`config.mk`:
```
export PLATFORM = sky130hd
export DESIGN_NAME = fetch_ctrl_flat
export DESIGN_NICKNAME = d
export VERILOG_FILES = /design/src/rtl/fetch_pkg.sv /design/src/rtl/fetch_ctrl_if.sv /design/src/rtl/fetch_next_pc.sv /design/src/rtl/fetch_ctrl.sv /design/src/flat_wrapper.sv
export SDC_FILE = /design/constraint.sdc
export NUM_CORES = 1
export LEC_CHECK = 0
export ABC_CLOCK_PERIOD_IN_PS = 5400
export BUFFER_PORTS_ARGS = -buffer_cell sky130_fd_sc_hd__buf_2
export CORE_UTILIZATION = 35
export CTS_BUF_LIST = sky130_fd_sc_hd__clkbuf_16
export DETAILED_ROUTE_END_ITERATION = 7
export MAX_ROUTING_LAYER = met4
export PLACE_DENSITY = 0.71
export SYNTH_ARGS = -nofsm -noshare
export SYNTH_HDL_FRONTEND = slang
export SYNTH_SLANG_ARGS = --single-unit
```
`constraint.sdc`:
```
create_clock -name clk -period 5.4 [get_ports clk]
set_clock_uncertainty 0.1 [all_clocks]
set_input_delay 0 -clock clk [delete_from_list [all_inputs] [get_ports clk]]
set_output_delay 0 -clock clk [all_outputs]
set_load 0.005 [all_outputs]
```
`src/rtl/fetch_pkg.sv`:
```
// Shared types and constants for the instruction-fetch controller:
// boot/interrupt/exception vectors, datapath width and FSM state encoding.
package fetch_pkg;

    localparam int XLEN = 32;

    typedef logic [XLEN-1:0] word_t;

    localparam word_t RESET_VEC = 32'h8000_0000;
    localparam word_t IRQ_VEC   = 32'h8000_0004;
    localparam word_t EXC_VEC   = 32'h8000_0008;

    typedef enum logic [1:0] {
        BOOT = 2'd0,
        RUN  = 2'd1,
        TRAP = 2'd2
    } state_t;

endpackage

```
`src/rtl/fetch_ctrl_if.sv`:
```
// Pipeline <-> fetch controller signal bundle. The master is the pipeline
// (hazard/branch/trap sources); the slave is fetch_ctrl.
interface fetch_ctrl_if;
    import fetch_pkg::*;

    logic        stall;
    logic        branch_taken;
    word_t       branch_target;
    logic        jump;
    word_t       jump_target;
    logic        jr;
    word_t       jr_target;
    logic        irq;
    logic        exc;

    logic [30:0] rom_addr;
    word_t       pc;
    word_t       pc_plus4;
    logic        if_valid;
    logic        flush;
    logic        epc_we;
    word_t       epc;
    logic        irq_ack;

    modport master (
        output stall, branch_taken, branch_target, jump, jump_target,
               jr, jr_target, irq, exc,
        input  rom_addr, pc, pc_plus4, if_valid, flush, epc_we, epc, irq_ack
    );

    modport slave (
        input  stall, branch_taken, branch_target, jump, jump_target,
               jr, jr_target, irq, exc,
        output rom_addr, pc, pc_plus4, if_valid, flush, epc_we, epc, irq_ack
    );

endinterface

```
`src/rtl/fetch_next_pc.sv`:
```
// Next-PC priority mux: exc > jr > jump > branch > irq > stall > pc+4.
// The exc leg and its vector exist only when FETCH_EXC_EN is defined.
module fetch_next_pc
    import fetch_pkg::*;
(
    input  word_t pc,
    input  word_t pc_plus4,
    input  logic  stall,
    input  logic  branch_taken,
    input  word_t branch_target,
    input  logic  jump,
    input  word_t jump_target,
    input  logic  jr,
    input  word_t jr_target,
    input  logic  irq_en,
    input  logic  irq,
    input  logic  exc,
    output word_t next_pc,
    output logic  redirect,
    output logic  hold,
    output logic  irq_take,
    output logic  exc_take
);

    word_t jump_pc;
    word_t branch_pc;

    assign jump_pc   = {pc[31], pc_plus4[30:28], jump_target[27:2], 2'b00};
    assign branch_pc = {pc[31], branch_target[30:0]};

    // Bits dropped by the target formats; kept visible so lint sees them consumed.
    logic unused_bits;
    assign unused_bits = &{1'b0, jump_target[31:28], jump_target[1:0],
                           branch_target[31], pc_plus4[31]};

`ifndef FETCH_EXC_EN
    logic unused_exc;
    assign unused_exc = exc;
`endif

    always_comb begin
        // NOTE: every output gets a default first so no path can infer a latch.
        next_pc  = pc_plus4;
        hold     = 1'b0;
        irq_take = 1'b0;
        exc_take = 1'b0;
`ifdef FETCH_EXC_EN
        if (exc) begin
            next_pc  = EXC_VEC;
            exc_take = 1'b1;
        end else
`endif
        if (jr) begin
            next_pc = jr_target;
        end else if (jump) begin
            next_pc = jump_pc;
        end else if (branch_taken) begin
            next_pc = branch_pc;
        end else if (irq_en && irq && !stall) begin
            next_pc  = IRQ_VEC;
            irq_take = 1'b1;
        end else if (stall) begin
            next_pc = pc;
            hold    = 1'b1;
        end
        redirect = exc_take | jr | jump | branch_taken | irq_take;
    end

endmodule

```
`src/rtl/fetch_ctrl.sv`:
```
// Instruction-fetch controller: PC register, BOOT/RUN/TRAP FSM and trap entry.
// Define FETCH_EXC_EN to enable the undefined-instruction exception path.
module fetch_ctrl
    import fetch_pkg::*;
(
    input  logic         clk,
    input  logic         reset,
    fetch_ctrl_if.slave  bus
);

    state_t state;
    word_t  pc_q;
    word_t  epc_q;
    logic   if_valid_q;
    logic   epc_we_q;
    logic   irq_ack_q;

    word_t  pc_plus4;
    word_t  next_pc;
    logic   redirect;
    logic   hold;
    logic   irq_take;
    logic   exc_take;
    logic   irq_en;

    assign pc_plus4 = {pc_q[31], pc_q[30:0] + 31'd4};
    // Interrupts only interrupt user-mode code running normally.
    assign irq_en   = (state == RUN) && !pc_q[31];

    fetch_next_pc u_next_pc (
        .pc            (pc_q),
        .pc_plus4      (pc_plus4),
        .stall         (bus.stall),
        .branch_taken  (bus.branch_taken),
        .branch_target (bus.branch_target),
        .jump          (bus.jump),
        .jump_target   (bus.jump_target),
        .jr            (bus.jr),
        .jr_target     (bus.jr_target),
        .irq_en        (irq_en),
        .irq           (bus.irq),
        .exc           (bus.exc),
        .next_pc       (next_pc),
        .redirect      (redirect),
        .hold          (hold),
        .irq_take      (irq_take),
        .exc_take      (exc_take)
    );

    always_ff @(posedge clk or posedge reset) begin
        if (reset) begin
            state      <= BOOT;
            pc_q       <= RESET_VEC;
            if_valid_q <= 1'b0;
            epc_q      <= '0;
            epc_we_q   <= 1'b0;
            irq_ack_q  <= 1'b0;
        end else begin
            // NOTE: non-blocking assignments so every register samples pre-edge values.
            epc_we_q  <= 1'b0;
            irq_ack_q <= 1'b0;
            case (state)
                BOOT: begin
                    pc_q       <= pc_plus4;
                    if_valid_q <= 1'b1;
                    state      <= RUN;
                end
                default: begin
                    pc_q <= next_pc;
                    if (!hold) if_valid_q <= 1'b1;
                    if (exc_take) begin
                        epc_q    <= pc_plus4;
                        epc_we_q <= 1'b1;
                        state    <= TRAP;
                    end else if (irq_take) begin
                        epc_q     <= pc_q;
                        epc_we_q  <= 1'b1;
                        irq_ack_q <= 1'b1;
                        state     <= TRAP;
                    end else if (state == TRAP && bus.jr && !bus.jr_target[31]) begin
                        state <= RUN;
                    end
                end
            endcase
        end
    end

    assign bus.pc       = pc_q;
    assign bus.pc_plus4 = pc_plus4;
    assign bus.rom_addr = pc_q[30:0];
    assign bus.if_valid = if_valid_q;
    assign bus.flush    = (state != BOOT) && redirect;
    assign bus.epc      = epc_q;
    assign bus.epc_we   = epc_we_q;
    assign bus.irq_ack  = irq_ack_q;

endmodule

```
`src/flat_wrapper.sv`:
```
// flat-port wrapper written by rule: the top's interface ports become plain ports
module fetch_ctrl_flat import fetch_pkg::*;
  (clk, reset, bus_stall, bus_branch_taken, bus_branch_target, bus_jump, bus_jump_target, bus_jr, bus_jr_target, bus_irq, bus_exc, bus_rom_addr, bus_pc, bus_pc_plus4, bus_if_valid, bus_flush, bus_epc_we, bus_epc, bus_irq_ack);
  fetch_ctrl_if bus_i ();
  input  logic clk;
  input  logic reset;
  input wire logic [$bits(bus_i.stall)-1:0] bus_stall;
  input wire logic [$bits(bus_i.branch_taken)-1:0] bus_branch_taken;
  input wire logic [$bits(bus_i.branch_target)-1:0] bus_branch_target;
  input wire logic [$bits(bus_i.jump)-1:0] bus_jump;
  input wire logic [$bits(bus_i.jump_target)-1:0] bus_jump_target;
  input wire logic [$bits(bus_i.jr)-1:0] bus_jr;
  input wire logic [$bits(bus_i.jr_target)-1:0] bus_jr_target;
  input wire logic [$bits(bus_i.irq)-1:0] bus_irq;
  input wire logic [$bits(bus_i.exc)-1:0] bus_exc;
  output wire logic [$bits(bus_i.rom_addr)-1:0] bus_rom_addr;
  output wire logic [$bits(bus_i.pc)-1:0] bus_pc;
  output wire logic [$bits(bus_i.pc_plus4)-1:0] bus_pc_plus4;
  output wire logic [$bits(bus_i.if_valid)-1:0] bus_if_valid;
  output wire logic [$bits(bus_i.flush)-1:0] bus_flush;
  output wire logic [$bits(bus_i.epc_we)-1:0] bus_epc_we;
  output wire logic [$bits(bus_i.epc)-1:0] bus_epc;
  output wire logic [$bits(bus_i.irq_ack)-1:0] bus_irq_ack;
  assign bus_i.stall = bus_stall;
  assign bus_i.branch_taken = bus_branch_taken;
  assign bus_i.branch_target = bus_branch_target;
  assign bus_i.jump = bus_jump;
  assign bus_i.jump_target = bus_jump_target;
  assign bus_i.jr = bus_jr;
  assign bus_i.jr_target = bus_jr_target;
  assign bus_i.irq = bus_irq;
  assign bus_i.exc = bus_exc;
  assign bus_rom_addr = bus_i.rom_addr;
  assign bus_pc = bus_i.pc;
  assign bus_pc_plus4 = bus_i.pc_plus4;
  assign bus_if_valid = bus_i.if_valid;
  assign bus_flush = bus_i.flush;
  assign bus_epc_we = bus_i.epc_we;
  assign bus_epc = bus_i.epc;
  assign bus_irq_ack = bus_i.irq_ack;
  fetch_ctrl u_core (.clk(clk), .reset(reset), .bus(bus_i));
endmodule
```
-- Word level (Yosys, flattened, before mapping)
Cells that the tools add are included.
- mux-type cells: 22
- bitwise gates (word level): 4
- $add $sub $neg: 1
- reductions and logical operators: 15
- equal/unequal tests: 6
- operators with widths (cell ; count):
    $mux 32 ; 4
    $mux 31 ; 2
    $add 31x3->31 const B ; 1
    $mux 1 ; 13
    $logic_and 1x1->1 ; 6
    $mux 2 ; 3
    $ne 6x1->1 const B ; 1
    $ne 2x1->1 const B ; 2
    $reduce_and 4->1 ; 1
    $reduce_bool 2->1 ; 2
    $logic_not 1->1 ; 3
    $or 1x1->1 ; 3
    $reduce_bool 3->1 ; 1
    $eq 2x1->1 const B ; 1
    $eq 2x2->1 const B ; 1
    $logic_not 2->1 ; 1
    $ne 2x2->1 const B ; 1
    $reduce_and 2->1 ; 1
    $not 1->1 ; 1
- logic and storage cells: 54
- input bits: 104
- bits in registers: 68
- output and inout port bits: 131

-- Longest topological paths before layout
Gate-level depths: netlist (run 1).
- depth in word-level cells: 10
- depth in mapped cells: 7

-- By module
From an unflattened synthesis (run 1), not the netlist that was laid out.
- cell total of the unflattened synthesis: 662
- area total of the unflattened synthesis: 5439.0 um2
- by module, submodules not included (module ; times used ; area an instance (um2) ; sequential area each (um2) ; cells an instance):
    fetch_ctrl ; 1 ; 4072.7 ; 1727.9 ; 467
    fetch_next_pc ; 1 ; 1366.3 ; 0.0 ; 195

-- Worst setup path before layout (run 1)
Ideal clock, no wire load.
- path type: register to register
- from: register u_core.pc_q[2], in the netlist u_core.bus.pc[2]
- to: register u_core.pc_q[24], in the netlist u_core.bus.pc[24]
- arrival time: 1886 ps
- path slack: 3275 ps
- period minus slack after synthesis: 2125 ps
- path buffers: 1
- data required time: 5161 ps
- library setup time: 139 ps
- stages on the path, launching flop included: 7
- cells stage by stage: dfrtp_1 > ha_1 > nand3_1 > or4_1 > clkbuf_1 > o211ai_1 > o311ai_1
- longest elaborated chain between the ends: 7
- ends and longest elaborated chain (item ; RTL line ; text):
    start, declared ; fetch_ctrl.sv:12 ; word_t pc_q;
    start signal, assigned ; fetch_ctrl.sv:64 ; pc_q <= pc_plus4;
    start signal, assigned ; fetch_ctrl.sv:69 ; pc_q <= next_pc;
    $add 31x3->31 * ; fetch_ctrl.sv:26 ; assign pc_plus4 = {pc_q[31], pc_q[30:0] + 31'd4};
    $mux 31 ; fetch_next_pc.sv:62 ; end else if (stall) begin
    $mux 32 ; fetch_next_pc.sv:59 ; end else if (irq_en && irq && !stall) begin
    $mux 32 ; fetch_next_pc.sv:57 ; end else if (branch_taken) begin
    $mux 32 ; fetch_next_pc.sv:55 ; end else if (jump) begin
    $mux 32 ; fetch_next_pc.sv:53 ; if (jr) begin
    $mux 31 * ; fetch_ctrl.sv:62 ; case (state)
Mark *: on every way between the ends. The rest lies on a longest branch, timed or not. The select of a mux whose other input is x is not followed.
A chain may end at the register's enable or synchronous reset.

-- Worst setup path after layout (run 1)
- from: register u_core.pc_q[2], in the netlist u_core.bus.pc[2]
- to: output port bus_pc_plus4[30]
- longest elaborated chain between the ends: 1
- ends and longest elaborated chain (item ; RTL line ; text):
    $add 31x3->31 ; fetch_ctrl.sv:26 ;
    end, declared ; flat_wrapper.sv:18 ; output wire logic [$bits(bus_i.pc_plus4)-1:0] bus_pc_plus4;
No other way between the ends.

==> results by group, run 1 <==
Critical path
  • CP arrival: 2.98 ns
  • Slowest CP cell: nor4_4
  • Crit path cell chain: ha_1, nand3_1, nor4_4, nand3_1, xnor2_1, buf_2
  • CP Max Fanout: 10
  • Kind of critical path: flop to output pin
  • CP Data Required Time: 5.30 ns
  • Crit-path most repeated cell: nand3_1
  • Setup crit end kind: output pin
  • Startpoint Class: flop
  • Critical Path Max Stage Delay: 0.86 ns

Global routing
  • First-pass GRT wire length: 25,000 um
  • GRT Total Usage: 25.6%
  • Gr ovfl total: 0
  • Largest net degree at the start of global routing: 69
  • Initial antenna violation count: 0
  • Vias in the first global route: 4,609

Synth
  • Cell type with the largest total area after synthesis: dfrtp_1
  • Mean area per synthesized cell: 9.33 um^2
  • Mapped Area: 0.00463 mm^2
  • Register area share after synthesis: 36.8%
  • Synth top area share: 36.2%
  • Ys async rst share: 100%
  • Syn Inst Count: 496
  • Top cells by area, synth: dfrtp_1 (36%), buf_4 (5.7%), a221o_1 (4.8%)
  • Synth Flop Type: dfrtp_1
  • Number of synthesized flops with an enable pin: 0
  • Seq cells post-synth: 68
  • Yosys cell types: 68
  • Ys Warns: 0
  • Syn Nets: 601

Finish
  • Synth-to-layout area growth: 33.9%
  • Layout cell share with drive strength beyond 1: 40.0%
  • Final net count: 797
  • Register area: 0.00170 mm^2
  • Fin cells: 869
  • Finished Core Util: 48.5%
  • Diodes inserted: 0
  • Fillers: 1,214
  • Multi-input gate area: 0.00242 mm^2

Routing
  • DRC: 0
  • Routed Antenna Nets: 0
  • Initial DRC Count: 387
  • Routed wire per std cell: 19.5 um
  • Vias: 4,887
  • Routed wire length: 16,900 um
  • Routed vias/inst: 5.62
  • DRT Pass-1 Iters: 5

Floorplan
  • Die Area: 0.0137 mm^2
  • Die Y: 117 um
  • Starting Density: 36.2%
  • Die X: 117 um
  • Rows: 41
  • Core area: 0.0128 mm^2
  • Ports: 235

Pwr
  • Seq pwr share: 39.4%
  • P_sw: 579 uW
  • Tot Pwr: 1780 uW
  • Peak supply drop: 0.114 mV
  • Internal power: 1200 uW
  • Sw frac: 32.5%
  • Pleak: 0.00297 uW
  • Pwr dens: 288 mW/mm^2
  • Clock Power Share: 33.4%
  • Combinational fraction of design power: 27.2%

Clock network
  • Root buffer cell: clkbuf_16
  • CTS Buf Count: 9
  • Clock latency on the worst-skew pair: 0.34 ns
  • Clk sinks: 68
  • CTS tree: done
  • Clock H-tree levels: 3
  • Deepest clock path buffer count: 2
  • CTS resizes: 0
  • Worst-path clk slew: 0.06 ns

Placed design
  • I/O Buffers: 226
  • Post-Place Cells: 820
  • Post-DP HPWL: 11,500 um
  • Routability Congestion: 0.853

STA
  • RSZ-0062 raised after global routing: no
  • Setup TNS: 0 ns
  • Final Critical Period: 3.08 ns
  • Slew Viols, Final: 0
  • Final period util: 57.0%
  • Worst-Margin Slew: 1.16 ns
  • Fin Hold WS: -0.00106 ns
  • Final Hold Viols: 1
  • Slew margin rel.: 22.5%
  • Setup violators final: 0
  • Peak Freq: 325 MHz

Min path
  • HP Class: input port to flop

Flow run
  • Max_cap viols: 0

Outcome
  • Outcome: finished, violations left
  • Failing checks: negative hold slack
-- flip-flops by register name (all words and copies together) (netlist names) --
register / count
u_core.bus.if_valid: 1
u_core.bus.epc_we: 1
u_core.state: 2
u_core.bus.pc: 32
u_core.bus.epc: 32
-- cells by family after synthesis --
family	after synthesis	share of synthesized area [%]
and+or+nand+nor	146	18.5
buffers and inverters	96	11.1
DFF	68	36.8
xor gates and xnor gates	25	4.73
muxes	20	4.87
adders and majority gates	1	0.270
AOI/OAI and AO/OA	140	23.8
-- power groups by stage --
stage	Clock (uW)	Combinational [uW]	Sequential, uW
floorplan	0	287	677
global placement	0	453	701
detailed placement	0	461	710
CTS	609	486	701
global route	630	538	717
finish	595	485	702
-- cell usage in the layout, fill, tap and decap left out, types with 5 or more instances in the layout --
cell type	instances
a211o_1	6
a21o_1	5
a21oi_1	10
a221o_1	22
a221oi_1	7
a2bb2oi_1	6
a32oi_1	10
and3_1	6
buf_2	226
buf_4	6
clkbuf_16	9
dfrtp_1	67
dlygate4sd3_1	33
inv_1	13
mux2_1	7
mux2_2	13
nand2_1	35
nand2b_1	9
nand3_1	17
nand4_1	10
nor2_1	18
nor3_1	6
nor4_1	6
o211a_1	8
o211ai_1	15
o21ai_0	20
or4_1	7
xnor2_1	20
xor2_1	5
-- synthesized netlist by cell type (5+ instances only) --
cell / instances
a21oi_1: 11
inv_1: 14
a32oi_1: 10
a211o_1: 6
a221oi_1: 7
dfrtp_1: 67
xor2_1: 5
o211a_1: 8
o211ai_1: 15
clkbuf_1: 22
nor3_1: 6
nor2_1: 18
nand4_1: 10
buf_2: 17
a2bb2oi_1: 6
nand2_1: 35
and3_1: 6
nand2b_1: 9
mux2_2: 13
o21ai_0: 20
buf_4: 35
xnor2_1: 20
buf_1: 6
nor4_1: 6
mux2_1: 7
nand3_1: 17
or4_1: 7
a21o_1: 5
a221o_1: 22
-- layout make-up --
| cell class | instances | share of cell area [%] |
|---|---|---|
| multi-input combinational | 332 | 39.0 |
| sequential | 68 | 27.5 |
| timing repair buffer | 265 | 24.3 |
| clock buffer | 9 | 3.63 |
| tap | 172 | 3.47 |
| clock inverter | 7 | 1.07 |
| inverter | 16 | 0.989 |
-- per-layer routing --
layer / global-route usage [%] / part of all wire (%) / vias to the layer above
met2: 41.6 / 48 / 291
met3: 3.55 / 7.9 / 31
met5: - / 0 / -
li1: - / - / 2233
met4: 10.6 / 2.4 / 0
met1: 32.0 / 42 / 2332
-- path summary, 6_finish.rpt --
kind                       depth (start not counted)         startpoint                end  slack, ns
min in group asynchronous                          4              reset  u_core.bus.pc[23]       0.39
setup reg to reg                                   4    u_core.state[1]  u_core.bus.epc[5]       2.42
hold reg to reg                                    2  u_core.bus.epc[0]  u_core.bus.epc[0]       0.38
max in group asynchronous                          4              reset    u_core.state[1]       4.20
hold / removal                                     4   bus_jr_target[3]   u_core.bus.pc[3]     -0.001
setup / recovery                                   6   u_core.bus.pc[2]   bus_pc_plus4[30]       2.32
-- repair_timing --
action	CTS	global route
hold endpoints to repair	92	0
endpoints found under the setup margin	0	0
hold buffers	33	0
buffers inserted	0	0
-- critical path, delay by kind of cell, from the launching register on --
| kind | cells | cell delay [ns] |
|---|---|---|
| XOR/XNOR | 1 | 0.18 |
| buffers and inverters | 1 | 0.13 |
| flip-flops | 1 | 0.53 |
| adder cells (fa/ha/maj) | 1 | 0.31 |
| AND/OR/NAND/NOR | 3 | 1.47 |
-- per-stage QoR --
| step | setup WS, ns | instance area, um^2 |
|---|---|---|
| detailed placement | 2.41 | 5570 |
| floorplan | 3.27 | 4630 |
| finish | 2.32 | 6200 |
| global placement | 2.45 | 5570 |
| global route | 2.14 | 6200 |
| CTS | 2.30 | 6200 |
No activity file was read; power rests on OpenSTA's default activity.
==> run 2, diff against run 1 <==
ABC_AREA = 1   (was unset)
ABC_CLOCK_PERIOD_IN_PS = 3200   (was 5400)
clock period = 3.2 ns   (was 5.4 ns; I/O delays follow)
==> run 2 against run 1 <==
Net effect: the run still ends with negative hold slack left; clock power is 45% higher; worst setup slack lost 1.5 ns; wire length shrank 9.4%; register-to-register slack lost 1.3 ns; critical path depth up 2; sequential share of layout area rose by 0.22 points; combinational power increased by 57%.
==> results by group, run 2 <==
Clock network
  • Deepest clock path buffer count: 2 (unchanged)
  • Clk sinks: 68 (unchanged)
  • Clock latency on the worst-skew pair: 0.33 ns (was 0.34 ns)
  • Root buffer cell: clkbuf_16 (unchanged)
  • CTS tree: done (unchanged)
  • CTS Buf Count: 9 (unchanged)
  • Worst-path clk slew: 0.05 ns (was 0.06 ns)
  • CTS resizes: 0 (unchanged)
  • Clock H-tree levels: 3 (unchanged)

STA
  • Peak Freq: 415 MHz
  • Post-route worst setup slack: 0.793 ns (was 2.32 ns)
  • Worst-Margin Slew: 1.13 ns (was 1.16 ns)
  • Setup violators final: 0 (unchanged)
  • Slew margin rel.: 24.4% (was 22.5%)
  • Setup TNS: 0 ns (unchanged)
  • RSZ-0062 raised after global routing: no (unchanged)
  • Fin Hold WS: -0.00120 ns (was -0.00106 ns)
  • Final Critical Period: 2.41 ns
  • Final period util: 75.2%
  • Slew Viols, Final: 0 (unchanged)
  • Final Hold Viols: 1 (unchanged)

Finish
  • Synth-to-layout area growth: 30.2% (was 33.9%)
  • Layout cell share with drive strength beyond 1: 34.4% (was 40.0%)
  • Fillers: 1,389 (was 1,214)
  • Final net count: 984 (was 797)
  • Most frequent cells in the layout: nand2_1 (237), buf_2 (226), dfrtp_1 (67) (was buf_2 (226), dfrtp_1 (67), nand2_1 (35))
  • Commonest non-fill, non-tap cell in the layout: nand2_1 (was buf_2)
  • Diodes inserted: 0 (unchanged)

Routing
  • Vias: 4,999 (was 4,887)
  • DRC: 0 (unchanged)
  • Initial DRC Count: 342 (was 387)
  • Routed Antenna Nets: 0 (unchanged)
  • Routed wire per std cell: 14.5 um (was 19.5 um)
  • Routed vias/inst: 4.72 (was 5.62)
  • Routed wire length: 15,300 um (was 16,900 um)
  • DRT Pass-1 Iters: 5 (unchanged)

Floorplan
  • Ports: 235 (unchanged)
  • Core area: 0.0132 mm^2 (was 0.0128 mm^2)
  • Starting Density: 35.8% (was 36.2%)
  • Rows: 42 (was 41)
  • Die Area: 0.0140 mm^2 (was 0.0137 mm^2)
  • Die Y: 118 um (was 117 um)
  • Die X: 118 um (was 117 um)

Pwr
  • Peak supply drop: 0.257 mV (was 0.114 mV)
  • Pwr dens: 450 mW/mm^2 (was 288 mW/mm^2)
  • Pleak: 0.00331 uW (was 0.00297 uW)

Synth
  • Number of synthesized flops with an enable pin: 0 (unchanged)
  • Most instantiated cells after synthesis: nand2_1 (237), dfrtp_1 (67), nand3_1 (59), nor2_1 (49), inv_1 (44) (was dfrtp_1 (67), buf_4 (35), nand2_1 (35), a221o_1 (22), clkbuf_1 (22))
  • Ys async rst share: 100% (unchanged)
  • Most frequent cell after synthesis: nand2_1 (was dfrtp_1)
  • Mapped Area: 0.00472 mm^2 (was 0.00463 mm^2)
  • Seq cells post-synth: 68 (unchanged)
  • Mean area per synthesized cell: 6.95 um^2 (was 9.33 um^2)
  • Synth Flop Type: dfrtp_1 (unchanged)
  • Synth top area share: 35.5% (was 36.2%)
  • Cell type with the largest total area after synthesis: dfrtp_1 (unchanged)
  • Ys Warns: 0 (unchanged)
  • Syn Nets: 784 (was 601)
  • Yosys cell types: 33 (was 68)
  • Top cells by area, synth: dfrtp_1 (36%), nand2_1 (19%), nand3_1 (6.3%) (was dfrtp_1 (36%), buf_4 (5.7%), a221o_1 (4.8%))
  • Register area share after synthesis: 36.1% (was 36.8%)
  • Syn Inst Count: 679 (was 496)

Outcome
  • Failing checks: negative hold slack (unchanged)
  • Outcome: finished, violations left (unchanged)

Min path
  • Worst Hold Path EP: u_core.bus.pc[17] (was u_core.bus.pc[3])
  • HP Class: input port to flop (unchanged)
  • Hold Crit Depth: 5 (was 4)
  • Worst Hold Launch: bus_branch_target[17] (was bus_jr_target[3])

Critical path
  • Startpoint Class: flop (unchanged)
  • Kind of critical path: flop to output pin (unchanged)
  • CP arrival: 2.31 ns (was 2.98 ns)
  • Worst r2r path cells: 9 (was 4)
  • Setup crit end kind: output pin (unchanged)
  • RR Endpoint: u_core.bus.pc[2] (was u_core.bus.epc[5])
  • Reg-to-reg slack, setup: 1.10 ns (was 2.42 ns)
  • Reg2Reg Launch Point: u_core.state[0] (was u_core.state[1])
  • CP Max Fanout: 9 (was 10)
  • CP Data Required Time: 3.10 ns (was 5.30 ns)

Global routing
  • Initial antenna violation count: 0 (unchanged)
  • Largest net degree at the start of global routing: 69 (unchanged)
  • Vias in the first global route: 4,635 (was 4,609)
  • GRT Total Usage: 23.1% (was 25.6%)
  • Gr ovfl total: 0 (unchanged)
  • First-pass GRT wire length: 24,400 um (was 25,000 um)

Flow run
  • Max_cap viols: 0 (unchanged)

Placed design
  • Pre-CTS WS: 1.11 ns (was 2.41 ns)
  • I/O Buffers: 226 (unchanged)
  • Routability Congestion: 0.888 (was 0.853)
  • Post-DP HPWL: 11,900 um (was 11,500 um)
-- run 2: changes by cell type after synthesis, sizes merged, moves of 12 or more --
cell and delta:
a221o -22, clkbuf -16, inv +34, mux2 -20
nand2 +215, nand3 +44, nand4 -12, nor2 +52
o211ai -16, o21ai +40, xnor2 -19
-- run 2: stage by stage --
stage          hold slack, ns  power [uW]  instance area (um^2)  util, %  cells
6_report             -0.00120        2760                  6150     46.6   1060
5_1_grt                0.0263        2940                  6150     46.6   1060
4_1_cts              0.000111        2780                  6150     46.6   1060
3_5_place_dp            0.212        1900                  5720     43.4   1027
3_3_place_gp            0.209        1880                  5720     43.4   1027
2_1_floorplan           0.101        1560                  4720        -    679
-- run 2: how the worst max path moves through the flow --
stage / startpoint / cells past startpoint / endpoint / slack, ns
final: u_core.bus.pc[2] / 8 / bus_pc_plus4[24] / 0.79
after global routing: bus_jump / 9 / u_core.bus.pc[19] / 0.60
after CTS: u_core.bus.pc[2] / 8 / bus_pc_plus4[24] / 0.82
after detailed placement: bus_jr / 10 / u_core.bus.pc[25] / 1.11
after global placement: bus_jr / 10 / u_core.bus.pc[25] / 1.12
after floorplan: reset / 1 / u_core.bus.epc[0] / 1.39
-- run 2: per-layer routing --
layer	part of all wire (%)	wire (um)	GRT usage, %	vias to the layer above
li1	-	-	-	2515
met1	47	7160	30.8	2253
met2	44	6810	34.8	195
met3	5.9	903	3.91	36
met4	3.1	469	9.62	0
met5	0	0	-	-
-- run 2: cell families (layout without fill, tap and decap cells) --
kind of cell	Yosys count	in the layout	synth area share, %
AO/OA/AOI/OAI	92	92	10.8
XOR/XNOR	13	13	3.05
adder cells (fa/ha/maj)	1	1	0.265
buffers and inverters	110	315	12.6
flip-flops	68	68	36.1
AND/OR/NAND/NOR	395	395	37.3
-- run 2: critical path, cell delays in order (launching register included) --
cell	delay (ns)
dfrtp_1	0.58
ha_1	0.32
nand3_2	0.17
nor2_2	0.16
nand2_1	0.17
nor2_1	0.16
nand3_1	0.10
and2_1	0.18
buf_2	0.12
-- run 2: area by class of cell --
cell class / instances / area, um^2 / area share, %
Clock buffer: 9 / 225 / 3.66
Multi-Input combinational cell: 501 / 2430 / 39.5
Tap cell: 176 / 220 / 3.58
Sequential cell: 68 / 1700 / 27.7
Inverter: 51 / 191 / 3.11
Timing Repair Buffer: 248 / 1350 / 22.0
Clock inverter: 7 / 30.0 / 0.488
-- run 2: where the power goes --
| group | switching (uW) | internal, uW |
|---|---|---|
| registers | 145 | 994 |
| logic | 414 | 347 |
| clock network | 357 | 508 |
| total | 915 | 1850 |
-- run 2: repair_timing --
item / 4_1_cts / 5_1_grt
hold buffers: 17 / 0
setup buffers: 0 / 0
hold endpoints to repair: 79 / 0
